$ cat src/rtl/fractal_sync_cam_ctrl.sv
// fractal_sync_cam_ctrl: per-port request scheduler in front of the
// fractal-sync multi-port CAM. Each requester port owns a small
// IDLE/PEND/RESP FSM. A round-robin grant stage decides which pending
// ports may issue a CAM check this cycle. It suppresses same-cycle
// duplicate signatures and stores that would overflow the CAM.
// Optional statistics counters: define FRACTAL_SYNC_CAM_CTRL_STATS_EN.
module fractal_sync_cam_ctrl #(
  parameter  int unsigned N_PORTS   = 2,
  parameter  int unsigned N_LINES   = 1,
  parameter  int unsigned SIG_WIDTH = 1,
  localparam int unsigned OCC_W     = $clog2(N_LINES + 1)
) (
  input  logic                               clk_i,
  input  logic                               rst_ni,
  input  logic [N_PORTS-1:0]                 req_valid_i,
  output logic [N_PORTS-1:0]                 req_ready_o,
  input  logic [N_PORTS-1:0][SIG_WIDTH-1:0]  req_sig_i,
  output logic [N_PORTS-1:0]                 rsp_valid_o,
  input  logic [N_PORTS-1:0]                 rsp_ready_i,
  output logic [N_PORTS-1:0]                 rsp_hit_o,
  output logic [N_PORTS-1:0]                 cam_check_o,
  output logic [N_PORTS-1:0]                 cam_set_o,
  output logic [N_PORTS-1:0][SIG_WIDTH-1:0]  cam_sig_o,
  output logic [N_PORTS-1:0]                 cam_sig_valid_o,
  input  logic [N_PORTS-1:0]                 cam_present_i,
  output logic [OCC_W-1:0]                   occupancy_o
`ifdef FRACTAL_SYNC_CAM_CTRL_STATS_EN
  ,
  output logic [31:0]                        stat_hits_o,
  output logic [31:0]                        stat_stores_o,
  output logic [31:0]                        stat_stall_cycles_o
`endif
);

  localparam int unsigned RR_W  = (N_PORTS > 1) ? $clog2(N_PORTS) : 1;
  localparam int unsigned CNT_W = $clog2(N_PORTS + 1);

  typedef enum logic [1:0] {
    ST_IDLE,
    ST_PEND,
    ST_RESP
  } state_e;

  state_e                            r_state [N_PORTS];
  logic [N_PORTS-1:0][SIG_WIDTH-1:0] r_sig;
  logic [N_PORTS-1:0]                r_hit;
  logic [RR_W-1:0]                   r_rr;
  logic [OCC_W-1:0]                  r_occ;

  logic [N_PORTS-1:0]                w_pend;
  logic [N_PORTS-1:0]                w_grant;
  logic [RR_W-1:0]                   w_rr_next;
  logic [CNT_W-1:0]                  w_n_store;
  logic [CNT_W-1:0]                  w_n_hit;
  logic [OCC_W-1:0]                  w_occ_next;

  // Decode per-port state into handshake and CAM request outputs.
  always_comb begin
    w_pend          = '0;
    req_ready_o     = '0;
    rsp_valid_o     = '0;
    cam_sig_valid_o = '0;
    cam_sig_o       = '0;
    for (int unsigned p = 0; p < N_PORTS; p++) begin
      w_pend[p]          = (r_state[p] == ST_PEND);
      req_ready_o[p]     = (r_state[p] == ST_IDLE);
      rsp_valid_o[p]     = (r_state[p] == ST_RESP);
      cam_sig_valid_o[p] = w_pend[p];
      cam_sig_o[p]       = w_pend[p] ? r_sig[p] : '0;
    end
  end

  // Round-robin grant: hits always pass unless duplicated. Stores pass only
  // while lines remain. A line freed by a hit is not reused until next cycle.
  // Duplicate detection compares against every earlier pending port (not only
  // granted ones). Same signature implies same present, so the first holder
  // decides the outcome for the whole group.
  always_comb begin
    logic [31:0] v_store;
    logic [31:0] v_hit;
    logic        v_dup;
    int unsigned v_p;
    int unsigned v_q;
    v_store   = '0;
    v_hit     = '0;
    v_dup     = 1'b0;
    v_p       = 0;
    v_q       = 0;
    w_grant   = '0;
    w_rr_next = r_rr;
    for (int unsigned k = 0; k < N_PORTS; k++) begin
      v_p   = (32'(r_rr) + k) % N_PORTS;
      v_dup = 1'b0;
      for (int unsigned j = 0; j < k; j++) begin
        v_q = (32'(r_rr) + j) % N_PORTS;
        if (w_pend[v_q] && (r_sig[v_q] == r_sig[v_p])) v_dup = 1'b1;
      end
      if (w_pend[v_p] && !v_dup) begin
        if (cam_present_i[v_p]) begin
          w_grant[v_p] = 1'b1;
          v_hit        = v_hit + 32'd1;
        end else if ((32'(r_occ) + v_store) < N_LINES) begin
          w_grant[v_p] = 1'b1;
          v_store      = v_store + 32'd1;
        end
      end
      if (w_grant[v_p]) w_rr_next = RR_W'((v_p + 1) % N_PORTS);
    end
    w_n_store = CNT_W'(v_store);
    w_n_hit   = CNT_W'(v_hit);
  end

  assign w_occ_next  = OCC_W'(32'(r_occ) + 32'(w_n_store) - 32'(w_n_hit));
  assign cam_check_o = w_grant;
  assign cam_set_o   = '0;
  assign rsp_hit_o   = r_hit;
  assign occupancy_o = r_occ;

  // Port FSMs, round-robin pointer and CAM occupancy tracking.
  always_ff @(posedge clk_i or negedge rst_ni) begin
    if (!rst_ni) begin
      for (int unsigned p = 0; p < N_PORTS; p++) begin
        r_state[p] <= ST_IDLE;
      end
      r_sig <= '0;
      r_hit <= '0;
      r_rr  <= '0;
      r_occ <= '0;
    end else begin
      for (int unsigned p = 0; p < N_PORTS; p++) begin
        case (r_state[p])
          ST_IDLE: begin
            if (req_valid_i[p]) begin
              r_sig[p]   <= req_sig_i[p];
              r_state[p] <= ST_PEND;
            end
          end
          ST_PEND: begin
            if (w_grant[p]) begin
              r_hit[p]   <= cam_present_i[p];
              r_state[p] <= ST_RESP;
            end
          end
          ST_RESP: begin
            if (rsp_ready_i[p]) r_state[p] <= ST_IDLE;
          end
          default: r_state[p] <= ST_IDLE;
        endcase
      end
      r_rr  <= w_rr_next;
      r_occ <= w_occ_next;
    end
  end

`ifndef SYNTHESIS
  // Occupancy must stay within the CAM and never underflow.
  always_ff @(posedge clk_i) begin
    if (rst_ni) begin
      assert (32'(r_occ) <= N_LINES);
      assert ((32'(r_occ) + 32'(w_n_store)) >= 32'(w_n_hit));
    end
  end
`endif

`ifdef FRACTAL_SYNC_CAM_CTRL_STATS_EN
  logic        w_stall;
  logic [31:0] r_stat_hits;
  logic [31:0] r_stat_stores;
  logic [31:0] r_stat_stall;

  assign w_stall = |(w_pend & ~w_grant);

  function automatic logic [31:0] sat_add(input logic [31:0] a,
                                          input logic [31:0] b);
    logic [32:0] s;
    s = {1'b0, a} + {1'b0, b};
    return s[32] ? '1 : s[31:0];
  endfunction

  // Saturating event counters for granted hits, stores and stall cycles.
  always_ff @(posedge clk_i or negedge rst_ni) begin
    if (!rst_ni) begin
      r_stat_hits   <= '0;
      r_stat_stores <= '0;
      r_stat_stall  <= '0;
    end else begin
      r_stat_hits   <= sat_add(r_stat_hits, 32'(w_n_hit));
      r_stat_stores <= sat_add(r_stat_stores, 32'(w_n_store));
      r_stat_stall  <= sat_add(r_stat_stall, {31'b0, w_stall});
    end
  end

  assign stat_hits_o         = r_stat_hits;
  assign stat_stores_o       = r_stat_stores;
  assign stat_stall_cycles_o = r_stat_stall;
`endif

endmodule

$ cat config.mk
export PLATFORM = sky130hd
export DESIGN_NAME = fractal_sync_cam_ctrl
export DESIGN_NICKNAME = d
export VERILOG_FILES = /design/src/rtl/fractal_sync_cam_ctrl.sv
export SDC_FILE = /design/constraint.sdc
export NUM_CORES = 1
export LEC_CHECK = 0
export CAP_MARGIN = 40
export CORE_MARGIN = 10
export CORE_UTILIZATION = 37
export CTS_CLUSTER_SIZE = 12
export DETAILED_ROUTE_END_ITERATION = 7
export PLACE_DENSITY = 0.81
export SKIP_LAST_GASP = 1
export SLEW_MARGIN = 20
export SYNTH_ARGS = -nofsm -noshare
export SYNTH_HDL_FRONTEND = slang
export SYNTH_SLANG_ARGS = --single-unit
$ cat constraint.sdc
create_clock -name clk_i -period 1.43 [get_ports clk_i]
set_input_delay 0.2145 -clock clk_i [delete_from_list [all_inputs] [get_ports clk_i]]
set_output_delay 0.2145 -clock clk_i [all_outputs]
set_load 0.05 [all_outputs]
# Word level (Yosys, flattened, before mapping)
# Index checks and enable logic that the tools add are counted.
[totals]
rom_bits = 0
wordCells = 96
ram_bits = 0
mem_count = 0
register_bits = 10
in_bits = 10
latchBits = 0
output_inout_bits = 15
[classes]
multipliers = 0
n_shift = 0
div = 0
muxes = 49
n_reduce_logical = 14
n_eq_ne = 11
bitwise = 1
n_lt_le_gt_ge = 6
add_sub_neg = 7
[op_table]
columns = ["operator", "count"]
rows = [
  ["$mux 1", 33],
  ["$add 1x32->32", 1],
  ["$lt 32x1->1 const B", 1],
  ["$mux 2", 12],
  ["$pmux 2 s3", 2],
  ["$ne 2x2->1 const B", 4],
  ["$reduce_and 2->1", 4],
  ["$reduce_and 3->1", 2],
  ["$add 1x1->1 const B", 4],
  ["$eq 2x1->1 const B", 2],
  ["$eq 2x2->1 const B", 2],
  ["$logic_and 1x1->1", 4],
  ["$logic_not 2->1", 2],
  ["$lt 1x2->1 const B", 2],
  ["$ne 2x1->1 const B", 2],
  ["$demux 1 s1", 2],
  ["$ge 1x1->1 const B", 2],
  ["$or 2x2->2", 1],
  ["$reduce_bool 2->1", 1],
  ["$add 1x1->1", 1],
  ["$eq 1x1->1", 1],
  ["$logic_not 1->1", 1],
  ["$lt 1x1->1 const B", 1],
  ["$sub 1x1->1", 1],
]

# Depth between registers and ports, before layout
[depth]
depth_word = 14
depth_mapped = 5
depth_no_buf = 5

# Least setup slack after synthesis
# Ideal clock, no wire load.
[synth_timing]
kind = "register to register"
start = "register r_state[3] (netlist name)"
end = "register r_state[2] (netlist name)"
synth_period_minus_slack_ps = 1917
path_buffers = 0
setup_ps = 165
t_arrival_ps = 1752
stages_incl_launch_ff = 6
slack_ps = -487
required_time_ps = 1265
cell_sequence = "dfrtp_1 -> nand2b_1 -> inv_2 -> nand2_1 -> nor2_1 -> nor3_1"
[synth_via]
elab_chain_len = 11
word_cells_on_any_way = 24
classes_between = "add/sub: 1; order compare: 1; eq/ne: 5; mux: 11; bitwise: 1; reduce/logical: 5"
[synth_rtl]
columns = ["element", "line", "rtl"]
rows = [
  ["start: declaration", "44", "state_e r_state [N_PORTS];"],
  ["start signal: indexed assignment", "123", "r_state[p] <= ST_IDLE;"],
  ["start signal: indexed assignment", "135", "r_state[p] <= ST_PEND;"],
  ["start signal: indexed assignment", "141", "r_state[p] <= ST_RESP;"],
  ["$eq 2x1->1 (*)", "65", "w_pend[p] = (r_state[p] == ST_PEND);"],
  ["named net cam_sig_valid_o[0]", "24", "output logic [N_PORTS-1:0] cam_sig_valid_o,"],
  ["$mux 1 (not written as such) (2 in a row)", "96, 98", ""],
  ["$mux 1", "98", "if (w_pend[v_p] && !v_dup) begin"],
  ["$add 1x32->32", "102", "end else if ((32'(r_occ) + v_store) < N_LINES) begin"],
  ["$lt 32x1->1", "102", ""],
  ["$mux 2", "102", ""],
  ["$mux 2", "99", "if (cam_present_i[v_p]) begin"],
  ["$mux 2 (*)", "98", ""],
  ["named net cam_check_o[0]", "21", "output logic [N_PORTS-1:0] cam_check_o,"],
  ["$ne 2x2->1 (no source line) (*)", "-", ""],
  ["$reduce_and 3->1 (no source line) (*)", "-", ""],
]
# The timed path passes the listed nets; every way through them passes the cells marked *. The select of a mux whose other input is x is not followed.
# A chain may end at the register's enable or synchronous reset.

# Worst setup path in the final report
[layout_timing]
start = "register r_sig[0] (netlist name)"
end = "output port cam_check_o[1]"
[layout_via]
elab_chain_len = 8
word_cells_on_any_way = 10
classes_between = "eq/ne: 1; mux: 6; reduce/logical: 3"
[layout_rtl]
columns = ["element", "line", "rtl"]
rows = [
  ["start: declaration", "45", "logic [N_PORTS-1:0][SIG_WIDTH-1:0] r_sig;"],
  ["start signal: indexed assignment", "134", "r_sig[p] <= req_sig_i[p];"],
  ["$mux 1 (not written as such) (2 in a row)", "96", "if (w_pend[v_q] && (r_sig[v_q] == r_sig[v_p])) v_dup = 1'b1;"],
  ["$eq 1x1->1 (*)", "96", ""],
  ["$logic_and 1x1->1 (*)", "96", ""],
  ["$mux 1 (*)", "96", ""],
  ["$logic_not 1->1 (*)", "98", ""],
  ["$logic_and 1x1->1 (*)", "98", ""],
  ["$mux 2 (*)", "98", ""],
  ["end: declaration", "21", ""],
]
# Every way passes the cells marked *; elsewhere a longest branch is shown, timed or not. The select of a mux whose other input is x is not followed.

==> results.yml <==
global_route:
  globalRouteOverflowTotal: 0
  groute.usage.overall: 0.144
  grt_pass1_wl_um: 4040
  grt_pass1_vias: 744
  antenna_found_initial: 0
  grt_max_degree: 11
place:
  dp_slack_ns: -0.355
  gp_congestion: 0.876
  dpl.hpwl_um: 1640
  port_buffers: 22
  dpl-instance-area_um2: 1110
setup_path:
  crit_required_ns: 1.22
  critPathMaxFanout: 3
  worst_path_max_delay_cell: "dfrtp_1"
  cpPeakStageDelay_ns: 0.42
  criticalPathCategory: "reg -> out"
  cp_cell_sequence: "xor2_2 -> nand2_2 -> a21oi_4 -> buf_12"
  path_buf_inv: 1
  critPathTopFamily: "flip-flops"
  cp.arrival_ns: 1.49
  critPathLaunchType: "flop"
  critPathCaptureType: "output pin"
timing:
  final.setup.worst_slack_ns: -0.276
  min_period_ns: 1.71
  skew_ns: 0.00786
  drv_slew: 0
  fin_hold_ws_ns: 0.253
  grt_setup_unrepaired: "true"
  hold_viol: 0
  setup_viol: 13
  fmaxAchievable_ghz: 0.586
  finalCritPeriodShare: 1.19
yosys:
  ys_types: 31
  synth_most_common_cell: "dfrtp_1"
  synth_area_um2: 608
  synth_area_leader_cell: "dfrtp_1"
  synth_area_leaders: "dfrtp_1 41%, mux2_1 3.7%, nor2_1 3.7%, a21oi_1 3.3%, nand2_1 3.1%"
  synth_compound_area_frac: 0.193
  synthAdderAreaFrac: 0
  synth-seq-cells: 10
  yosys-top-cells-count: "10 x dfrtp_1, 6 x nor2_1, 5 x nand2_1, 4 x a21oi_1, 4 x inv_1"
  synth-xor-area-share: 0.0412
  yosys.area_share.simple: 0.230
  synth_flop_cell: "dfrtp_1"
  yosysWarnings: 0
  synth_top_family_by_area: "simple AND/OR/NAND/NOR gates"
  async_flop_share: 1.00
  netlist.area_leader.share: 0.412
  synth_edf_count: 0
  synth_cells: 67
  synth_area_per_cell_um2: 9.08
  muxShareOfSynthArea: 0.0556
  ys_seq_area_frac: 0.412
floorplan:
  num_io_pins: 25
  initial_core_util: 0.399
  rows: 14
  core_um2: 1520
  die_w_um: 60.5
  fp.dieArea_um2: 3670
  die_h_um: 60.5
job:
  drv_cap: 0
final_layout:
  layout-drive-gt1-share: 0.575
  utilization: 0.876
  seq_area_um2: 251
  diodes: 0
  area_delta_synth_final_pct: 120
  design_area_um2: 1340
  multiInputGateArea_um2: 433
  fin_nets: 131
  fillers: 65
clock_network:
  cts_hold_buffers: 0
  cts.sinks: 10
  clk_path_buf_depth: 2
  cts-buffers-inserted: 3
  clock_latency_ns: 0.28
  htreeDepth: 1
  clkSlewWorstSetupHoldPaths_ns: 0.08
  cts_root_buf: "clkbuf_4"
  cts_tree: "done"
outcome:
  violations: "setup timing"
  status: "finished, violations left"
detailed_routing:
  avgViaCountPerCell: 5.69
  wl_per_cell_um: 22.9
  routed_wl_um: 3120
  first_iter_violations: 41
  ant_nets: 0
  dr.pass1.iters: 4
  drcViolationCount: 0
  vias: 774
worst_hold_path:
  hold_path.class: "in -> async"
cell type report:
cell class                 count  share of cell area
timing repair buffer          50               0.428
multi-input combinational     50               0.324
sequential                    10               0.188
inverter                       6              0.0244
clock buffer                   4              0.0197
tap                           16              0.0150
flip-flops by register name, summed over array words and instances, names as in the netlist:
signal       cells
rsp_hit_o        2
r_rr             1
r_state          4
r_sig            2
occupancy_o      1
cell families (layout without fill, tap and decap cells):
group | Yosys count | after routing
DFF | 10 | 10
muxes | 3 | 3
buffers and inverters | 8 | 60
and+or+nand+nor | 27 | 27
AOI/OAI and AO/OA | 16 | 16
xor gates and xnor gates | 2 | 2
other | 1 | 2
worst reg2reg max path, cell delays in order, from the launching register on:
cell and delay, ns:
dfrtp_1 0.42, xor2_2 0.31, nand2_2 0.13, a21oi_4 0.20, buf_4 0.15, mux2_1 0.31
stage by stage:
stage	setup TNS, ns	std cells
finish	-1.28	136
floorplan	-0.240	68
detailed placement	-2.15	119
global placement	-1.71	119
global route	-1.69	136
CTS	-0.660	130
final timing paths:
path / from / to / slack (ns) / cells after the start
max in group asynchronous: rst_ni / occupancy_o$_DFF_PN0_ / 0.83 / 1
min reg2reg: rsp_hit_o[1]$_DFFE_PN0P_ / rsp_hit_o[1]$_DFFE_PN0P_ / 0.56 / 1
min: rst_ni / r_state[3]$_DFFE_PN0P_ / 0.25 / 1
max: r_sig[0]$_DFFE_PN0P_ / cam_check_o[1] / -0.28 / 4
min in group clk_i: cam_present_i[1] / rsp_hit_o[1]$_DFFE_PN0P_ / 0.38 / 3
max reg2reg: r_sig[0]$_DFFE_PN0P_ / rsp_hit_o[1]$_DFFE_PN0P_ / -0.20 / 5
layout by cell type (no fill, tap or decap), types with 2 or more instances in the layout:
cell type / instances
nor2_1: 2
buf_12: 12
buf_4: 23
nand2b_4: 2
inv_1: 4
a21oi_1: 4
nor2_4: 2
dfrtp_1: 9
clkbuf_4: 3
nand2_1: 5
mux2_1: 2
buf_6: 6
and2_4: 2
a21o_1: 2
nor2_2: 2
conb_1: 2
o21ai_2: 2
clkdlybuf4s50_1: 7
nor3_1: 2
routing by layer:
layer	share of wire	vias to the layer above	routed length, um	GRT usage
li1	-	333	-	-
met2	0.50	48	1570	0.249
met5	0	-	0	0
met1	0.38	383	1170	0.175
met4	0.019	0	60	0.0188
met3	0.10	10	317	0.0480
timing repair:
action / in CTS / in global routing
buffers inserted: 8 / 8
gates resized for setup: 11 / 14
pin swaps: 6 / 9
setup endpoints to repair: 9 / 14
cloned: 0 / 0
Power is left out: the tool's default activity adds up to more than one toggle a clock period on the data nets, which glitch-free logic cannot reach.
